[src/rtl/stats_pkg.sv]
// Shared constants and FSM state type for the TRNG statistics run controller.
package stats_pkg;

  localparam int unsigned STATS_ADDR_W = 8;
  localparam int unsigned STATS_WORD_W = 32;
  localparam int unsigned SAMPLE_W     = 16;

  // Word 0 of every sweep is the runs count kept by the statistics unit.
  localparam logic [STATS_ADDR_W-1:0] STATS_RUNS_ADDR = '0;

  typedef enum logic [2:0] {
    S_IDLE,
    S_CLEAR,
    S_COLLECT,
    S_DRAIN,
    S_RD_SET,
    S_RD_CAP,
    S_OUT,
    S_FIN
  } state_t;

  // ST_STOP is held from the start of the drain until the run finishes.
  function automatic logic stop_window(input state_t s);
    return (s == S_DRAIN) || (s == S_RD_SET) || (s == S_RD_CAP) ||
           (s == S_OUT)   || (s == S_FIN);
  endfunction

endpackage

[src/rtl/stats_sequencer.sv]
// Run controller for the TRNG statistics unit: clears the histogram, gates a
// fixed number of raw samples into it, then sweeps every statistic word out on
// a valid/ready port. Optional feature macro: STATS_TIMEOUT_EN (sample-stream
// timeout that sets the sticky ERR flag and cuts the collection short).
module stats_sequencer
  import stats_pkg::*;
#(
  parameter int unsigned CNT_W     = 32,
  parameter int unsigned ADDR_W    = STATS_ADDR_W,
  parameter int unsigned DRAIN_CYC = 2
`ifdef STATS_TIMEOUT_EN
  ,
  parameter int unsigned TMO_W     = 20
`endif
) (
  input  logic                    clk,
  input  logic                    rst,
  input  logic                    cmd_start,
  input  logic [CNT_W-1:0]        cmd_count,
  input  logic                    cmd_abort,
  output logic                    busy,
  output logic                    done,
  output logic                    err,
  input  logic [SAMPLE_W-1:0]     src_data,
  input  logic                    src_valid,
  output logic                    src_ready,
  output logic                    st_go,
  output logic                    st_stop,
  output logic [SAMPLE_W-1:0]     st_data,
  output logic                    st_re,
  output logic [ADDR_W-1:0]       st_addr,
  input  logic [STATS_WORD_W-1:0] st_stats,
  output logic [STATS_WORD_W-1:0] out_data,
  output logic                    out_last,
  output logic                    out_valid,
  input  logic                    out_ready
);

  localparam int unsigned DRAIN_W = (DRAIN_CYC > 1) ? $clog2(DRAIN_CYC) : 1;
  localparam logic [DRAIN_W-1:0] DRAIN_LAST =
    DRAIN_W'((DRAIN_CYC > 0) ? DRAIN_CYC - 1 : 0);

  state_t             state_q;
  state_t             state_d;
  logic [CNT_W-1:0]   remaining_q;
  logic [DRAIN_W-1:0] drain_q;
  logic               start_accept;
  logic               abort_run;
  logic               timeout_hit;
  logic               last_sample;

  // A start is only honoured from IDLE and never alongside an abort.
  assign start_accept = (state_q == S_IDLE) && cmd_start && !cmd_abort;
  assign abort_run    = (state_q != S_IDLE) && cmd_abort;
  assign last_sample  = src_valid && (remaining_q == CNT_W'(1));

  // Raw samples pass straight through; the unit only sees them while collecting.
  assign st_data = src_data;
  assign st_re   = src_valid && src_ready;

`ifdef STATS_TIMEOUT_EN
  logic [TMO_W-1:0] tmo_q;

  // Fire on the idle cycle that would carry the counter to all-ones.
  assign timeout_hit = (state_q == S_COLLECT) && !src_valid &&
                       (tmo_q == {{(TMO_W-1){1'b1}}, 1'b0});

  // Idle-cycle counter: restarts on every sample and outside COLLECT.
  always_ff @(posedge clk) begin
    if (rst) begin
      tmo_q <= '0;
    end else if ((state_q != S_COLLECT) || src_valid) begin
      tmo_q <= '0;
    end else begin
      tmo_q <= tmo_q + 1'b1;
    end
  end

  // Sticky error flag: set by a timeout, cleared by the next accepted start.
  always_ff @(posedge clk) begin
    if (rst) begin
      err <= 1'b0;
    end else if (start_accept) begin
      err <= 1'b0;
    end else if (timeout_hit && !cmd_abort) begin
      err <= 1'b1;
    end
  end
`else
  assign timeout_hit = 1'b0;
  assign err         = 1'b0;
`endif

  // State register.
  always_ff @(posedge clk) begin
    // NOTE: sequential state uses non-blocking assignments so every register
    // samples pre-edge values regardless of block ordering.
    if (rst) begin
      state_q <= S_IDLE;
    end else begin
      state_q <= state_d;
    end
  end

  // Next-state and state-decoded control outputs.
  always_comb begin
    // NOTE: every signal gets a default first so no path through the case
    // leaves it unassigned and infers a latch.
    state_d   = state_q;
    busy      = (state_q != S_IDLE);
    done      = (state_q == S_FIN);
    st_go     = (state_q == S_CLEAR);
    st_stop   = stop_window(state_q);
    src_ready = (state_q == S_COLLECT);

    unique case (state_q)
      S_IDLE:    if (start_accept) state_d = S_CLEAR;
      S_CLEAR:   state_d = (remaining_q == '0) ? S_DRAIN : S_COLLECT;
      S_COLLECT: if (last_sample || timeout_hit) state_d = S_DRAIN;
      S_DRAIN:   if (drain_q == DRAIN_LAST) state_d = S_RD_SET;
      S_RD_SET:  state_d = S_RD_CAP;
      S_RD_CAP:  state_d = S_OUT;
      S_OUT:     if (out_ready) state_d = out_last ? S_FIN : S_RD_SET;
      S_FIN:     state_d = S_IDLE;
      default:   state_d = S_IDLE;
    endcase

    if (abort_run) state_d = S_IDLE;
  end

  // Sample counter, drain timer, read address and output word register.
  always_ff @(posedge clk) begin
    if (rst) begin
      remaining_q <= '0;
      drain_q     <= '0;
      st_addr     <= '0;
      out_data    <= '0;
      out_valid   <= 1'b0;
      out_last    <= 1'b0;
    end else if (abort_run) begin
      drain_q   <= '0;
      out_valid <= 1'b0;
      out_last  <= 1'b0;
    end else begin
      unique case (state_q)
        S_IDLE: begin
          if (start_accept) remaining_q <= cmd_count;
        end
        S_COLLECT: begin
          if (src_valid) begin
            remaining_q <= remaining_q - 1'b1;
          end else if (timeout_hit) begin
            remaining_q <= '0;
          end
        end
        S_DRAIN: begin
          if (drain_q == DRAIN_LAST) begin
            drain_q <= '0;
            st_addr <= ADDR_W'(STATS_RUNS_ADDR);
          end else begin
            drain_q <= drain_q + 1'b1;
          end
        end
        S_RD_CAP: begin
          out_data  <= st_stats;
          out_valid <= 1'b1;
          out_last  <= (st_addr == '1);
        end
        S_OUT: begin
          if (out_ready) begin
            out_valid <= 1'b0;
            out_last  <= 1'b0;
            // The address stops at the last bin; the sweep ends there.
            if (!out_last) st_addr <= st_addr + 1'b1;
          end
        end
        default: ;
      endcase
    end
  end

endmodule
[config.mk]
export PLATFORM = sky130hd
export DESIGN_NAME = stats_sequencer
export DESIGN_NICKNAME = d
export VERILOG_FILES = /design/src/rtl/stats_pkg.sv /design/src/rtl/stats_sequencer.sv
export SDC_FILE = /design/constraint.sdc
export NUM_CORES = 1
export LEC_CHECK = 0
export CELL_PAD_IN_SITES_DETAIL_PLACEMENT = 1
export CELL_PAD_IN_SITES_GLOBAL_PLACEMENT = 2
export CORE_ASPECT_RATIO = 0.6
export CORE_UTILIZATION = 31
export CTS_CLUSTER_SIZE = 10
export DETAILED_ROUTE_END_ITERATION = 16
export DONT_BUFFER_PORTS = 1
export GPL_ROUTABILITY_DRIVEN = 0
export GPL_TIMING_DRIVEN = 0
export PLACE_DENSITY_LB_ADDON = 0.1
export SLEW_MARGIN = 20
export SYNTH_ARGS = -nofsm -noshare
export SYNTH_HDL_FRONTEND = slang
export SYNTH_SLANG_ARGS = --single-unit
[constraint.sdc]
create_clock -name clk -period 1.8 [get_ports clk]
set_input_delay 0.36 -clock clk [delete_from_list [all_inputs] [get_ports clk]]
set_output_delay 0.36 -clock clk [all_outputs]
set_load 0.01 [all_outputs]
* Yosys cells after proc, flatten, opt, wreduce, memory -nomap -nowiden
Index checks and enable logic that the tools add are counted.
** Storage, ports and cells
- Bits in registers :: 78
- Input bits :: 86
- Output and inout port bits :: 65
- Word-level logic and storage cells :: 66
** Operators by class
- $add $sub $neg :: 3
- Equal/unequal tests :: 15
- Multiplexer cells :: 18
- Bitwise operators :: 1
- Reduce and logical (&&, ||, !) cells :: 22
** Operators by type and width (number)
- 32-bit 2-to-1 mux :: 2
- 32-bit one-hot mux with 2 select lines :: 1
- 32-bit by 1-bit == test with 1-bit output, second input constant :: 1
- 32-bit zero test :: 1
- 32-bit by 1-bit subtractor with 32-bit output, second input constant :: 1
- 8-bit 2-to-1 mux :: 3
- 3-bit one-hot mux with 8 select lines :: 1
- 8-bit one-hot mux with 2 select lines :: 1
- 3-bit == test, second input constant :: 4
- 3-bit 2-to-1 mux :: 4
- 2-bit != test, second input constant :: 5
- 8-bit by 1-bit adder with 8-bit output, second input constant :: 1
- 8-bit == test, second input constant :: 1
- 4-bit AND reduction :: 2
- 3-bit by 2-bit == test with 1-bit output, second input constant :: 2
- 2-bit nonzero test :: 3
- 1-bit logical AND :: 5
- 5-bit AND reduction :: 1
- 1-bit logical OR :: 4
- 1-bit one-hot mux with 2 select lines :: 2
- 2-bit AND reduction :: 2
- 3-bit by 1-bit == test with 1-bit output, second input constant :: 1
- 3-bit zero test :: 1
- 1-bit 2-to-1 mux :: 3
- other kinds (7) :: 7

* Depth between registers and ports, before layout
Gate-level depths: netlist of the first run.
- Depth in word-level cells :: 5
- Depth in mapped cells :: 9

* Worst setup path before layout of the first run
No wires, ideal clock.
- Path type :: register to output
- Start :: register state_q[1]
- End :: output st_re
- Arrival time :: 1448 ps
- Data required time :: 1440 ps
- Path slack :: -8 ps
- Stages on the path, launching flop included :: 8
- Buffers on the path :: 4
- Cell sequence :: dfxtp_1 -> buf_4 -> or3b_1 -> buf_2 -> inv_2 -> buf_4 -> buf_4 -> and2_1
** On the way
- Longest elaborated chain between the ends :: 2
** Ends and longest elaborated chain
- start: declaration :: line stats_sequencer.sv:43 : state_t state_q;
- start signal: assignment :: line stats_sequencer.sv:101 : state_q <= state_d;
- 3-bit by 2-bit == test with 1-bit output :: line stats_sequencer.sv:114 : src_ready = (state_q == S_COLLECT);
- net src_ready :: line stats_sequencer.sv:26 : output logic src_ready,
- 1-bit logical AND :: line stats_sequencer.sv:59 : assign st_re = src_valid && src_ready;
- end: declaration :: line stats_sequencer.sv:30 : output logic st_re,
The timed path passes the listed nets, and every way through them passes these cells.

* Worst setup path in the final report of the first run
- Start :: register state_q[2]
- End :: output st_re
Same word-level chain as after synthesis.

==> results of run 1 <==
critical path, cell delays in order (launching register included):
cell and delay, ns:
dfxtp_4 0.36, or3b_1 0.36, buf_6 0.14, clkinv_4 0.05
buf_8 0.10, buf_12 0.12, and2_4 0.15
area by class of cell:
type / count / area share (%)
Buffer: 52 / 7.31
Clock buffer: 9 / 3.95
Clock inverter: 7 / 1.05
Inverter: 7 / 0.636
Multi-Input combinational cell: 407 / 47.6
Sequential cell: 78 / 27.9
Tap cell: 170 / 3.73
Timing Repair Buffer: 46 / 7.83
power by group:
part	internal [mW]	leakage [nW]	switching, mW
sequential	1.81	0.639	0.149
clock	0.968	0.144	0.852
combinational	0.828	1.23	1.13
final timing paths:
kind	startpoint	cells after the start	slack [ns]	end
worst min register to register	out_data[11]$_SDFFE_PP0P_	2	0.50	out_data[11]$_SDFFE_PP0P_
worst max register to register	state_q[2]$_SDFFE_PP0P_	10	-0.11	remaining_q[23]$_SDFFE_PP0P_
worst max-delay path	state_q[2]$_SDFFE_PP0P_	6	-0.19	st_re
worst min-delay path	st_stats[23]	2	0.15	out_data[23]$_SDFFE_PP0P_
stage by stage:
| step | hold WS, ns | TNS (ns) |
|---|---|---|
| detailed placement | 0.495 | -26.54 |
| global route | 0.133 | -2.45 |
| global placement | 0.480 | -25.48 |
| CTS | 0.136 | -1.65 |
| finish | 0.147 | -0.983 |
| floorplan | 0.470 | 0 |
state kept, by name (all words and copies together), names as in the netlist:
register and flops:
out_data 32, out_last 1, drain_q 1, st_addr 8
state_q 3, out_valid 1, remaining_q 32
routing by layer:
| metal | wire length [um] | vias up |
|---|---|---|
| met5 | 0 | - |
| met4 | 172 | 0 |
| met3 | 1440 | 14 |
| met2 | 7320 | 181 |
| met1 | 7830 | 2170 |
| li1 | - | 2051 |
cells in the mapped netlist, types with 3 or more instances:
master	number
a211oi_1	10
a21o_1	5
a21oi_1	60
a22oi_1	3
a31oi_1	6
and2_1	6
and3_1	5
buf_2	14
buf_4	20
clkbuf_1	19
dfxtp_1	78
ha_1	3
inv_1	5
nand2_1	104
nand2b_1	5
nand3_1	16
nand4_1	15
nor2_1	45
nor2b_1	4
nor3_1	13
nor3_2	3
nor4_1	15
nor4_2	3
o21ai_0	17
o221ai_1	3
o22ai_1	6
o31ai_1	5
o32ai_1	4
or3_1	5
xor2_1	7
timing repair:
| action | 4_1_cts | 5_1_grt |
|---|---|---|
| endpoints found under the setup margin | 78 | 75 |
| setup buffers | 18 | 26 |
| cloned | 2 | 0 |
| pin swaps | 10 | 38 |
| resized for setup | 94 | 84 |
logic make-up (layout without fill, tap and decap cells):
logic type                 count (synthesis)  after routing  share of synthesized area [%]
buffers and inverters                     60            121                           7.66
xor gates and xnor gates                   8              8                           1.69
muxes                                      3              3                          0.754
adders and majority gates                  3              3                          0.905
and+or+nand+nor                          252            252                           29.8
other                                      1              1                         0.0904
AOI/OAI and AO/OA                        140            140                           21.4
DFF                                       78             78                           37.6
==> impl_metrics.json, run 1 <==
{
  "use_met2_pct": 33.5,
  "wl_per_cell_um": 21.6,
  "skew_ns": 0.00580,
  "die_h_um": 91.6,
  "syn_area_per_cell_sq_um": 7.61,
  "firstDrtPassIters": 6,
  "power.leakage_nw": 2.02,
  "h-tree-depth": 3,
  "cts_tree": "done",
  "ctsLongestPathBuffers": 2,
  "final_cell_area_sq_mm": 0.00570,
  "vias": 4416,
  "synth_top_area_share_pct": 37.6,
  "ys_seq_elements": 78,
  "numCtsBuffers": 9,
  "use_met1_pct": 34.8,
  "final_nets": 690,
  "antenna_left": 0,
  "status": "finished with violations",
  "dp_slack_ns": -0.648,
  "worst_pin_slew_ns": 0.672,
  "synth_area_leaders": "dfxtp_1, nand2_1, a21oi_1",
  "clock_sinks": 78,
  "die_x_um": 151,
  "slew_headroom_pct": 55.2,
  "gr-total-overflow": 0,
  "io_pins": 151,
  "cp-end-kind": "output pin",
  "cp.required_ns": 1.44,
  "viasPerCell": 5.69,
  "dp.cells": 715,
  "irDropWorstVdd_mv": 0.460,
  "fmax_mhz": 503,
  "syn_inst": 545,
  "fillers": 1505,
  "drtIter0Drc": 256,
  "register_area_sq_mm": 0.00159,
  "worstSkewPairLatency_ns": 0.34,
  "yosysSeqAreaShare_pct": 37.6,
  "hold_path_class": "in -> reg",
  "cp.arrival_ns": 1.63,
  "wl_um": 16800,
  "finalCriticalPeriod_ns": 1.99,
  "synth-edff-count": 0,
  "syn_nets": 634,
  "slew_viol_final": 0,
  "syn_to_final_growth_pct": 37.5,
  "row_count": 32,
  "fin_total_pwr_mw": 5.74,
  "drc": 0,
  "violations": "setup timing",
  "ys.warnings.count": 0,
  "hold_buffers": 0,
  "synth_area_sq_mm": 0.00415,
  "die_area_sq_mm": 0.0139,
  "maxCapViolCount": 0,
  "antenna_found_initial": 0,
  "start_kind": "flip-flop",
  "grt_pass1_vias": 4357,
  "grt_first_pass_wirelength_um": 25000,
  "power.density_mw_per_mm2": 1010,
  "setup_viol": 17,
  "period_share_pct": 110,
  "use_met3_pct": 7.34,
  "layout_setup_ws_ns": -0.188,
  "synth_largest_area_cell": "dfxtp_1",
  "cts-root-buf": "clkbuf_16",
  "top_usage_layer": "met1",
  "final_common_cell": "nand2_1",
  "grt_max_degree": 17,
  "critPathKind": "reg -> out",
  "synth.distinct_cells": 63,
  "placed_area_sq_mm": 0.00436,
  "fin_util_pct": 44.1,
  "track_usage_pct": 23.9,
  "start_util_pct": 32.1,
  "fin_cells": 776,
  "clk_pin_slew_ns": 0.07,
  "final_layout_size_suffix_gt1_share_pct": 32.2,
  "critPathMaxFanout": 5,
  "diodes": 0,
  "hold_viol": 0,
  "dp_hpwl_um": 11200,
  "synth_ff_type": "dfxtp_1",
  "final_cell_mix": "nand2_1, dfxtp_1, a21oi_1",
  "multi_input_area_sq_mm": 0.00271,
  "io_buffers": 0,
  "async_flop_share_pct": 0,
  "coreArea_sq_mm": 0.0129,
  "rsz0062_at_grt": "true"
}
No activity file was read; power rests on OpenSTA's default activity.
==> run 2, diff against run 1 <==
--- a/config.mk
+++ b/config.mk
@@ -5,6 +5,7 @@
 export SDC_FILE = /design/constraint.sdc
 export NUM_CORES = 1
 export LEC_CHECK = 0
+export CAP_MARGIN = 20
 export CELL_PAD_IN_SITES_DETAIL_PLACEMENT = 1
 export CELL_PAD_IN_SITES_GLOBAL_PLACEMENT = 2
 export CORE_ASPECT_RATIO = 0.6
==> results of run 2 <==
Same layout as run 1: the final DEF is identical, and so are final timing and power.
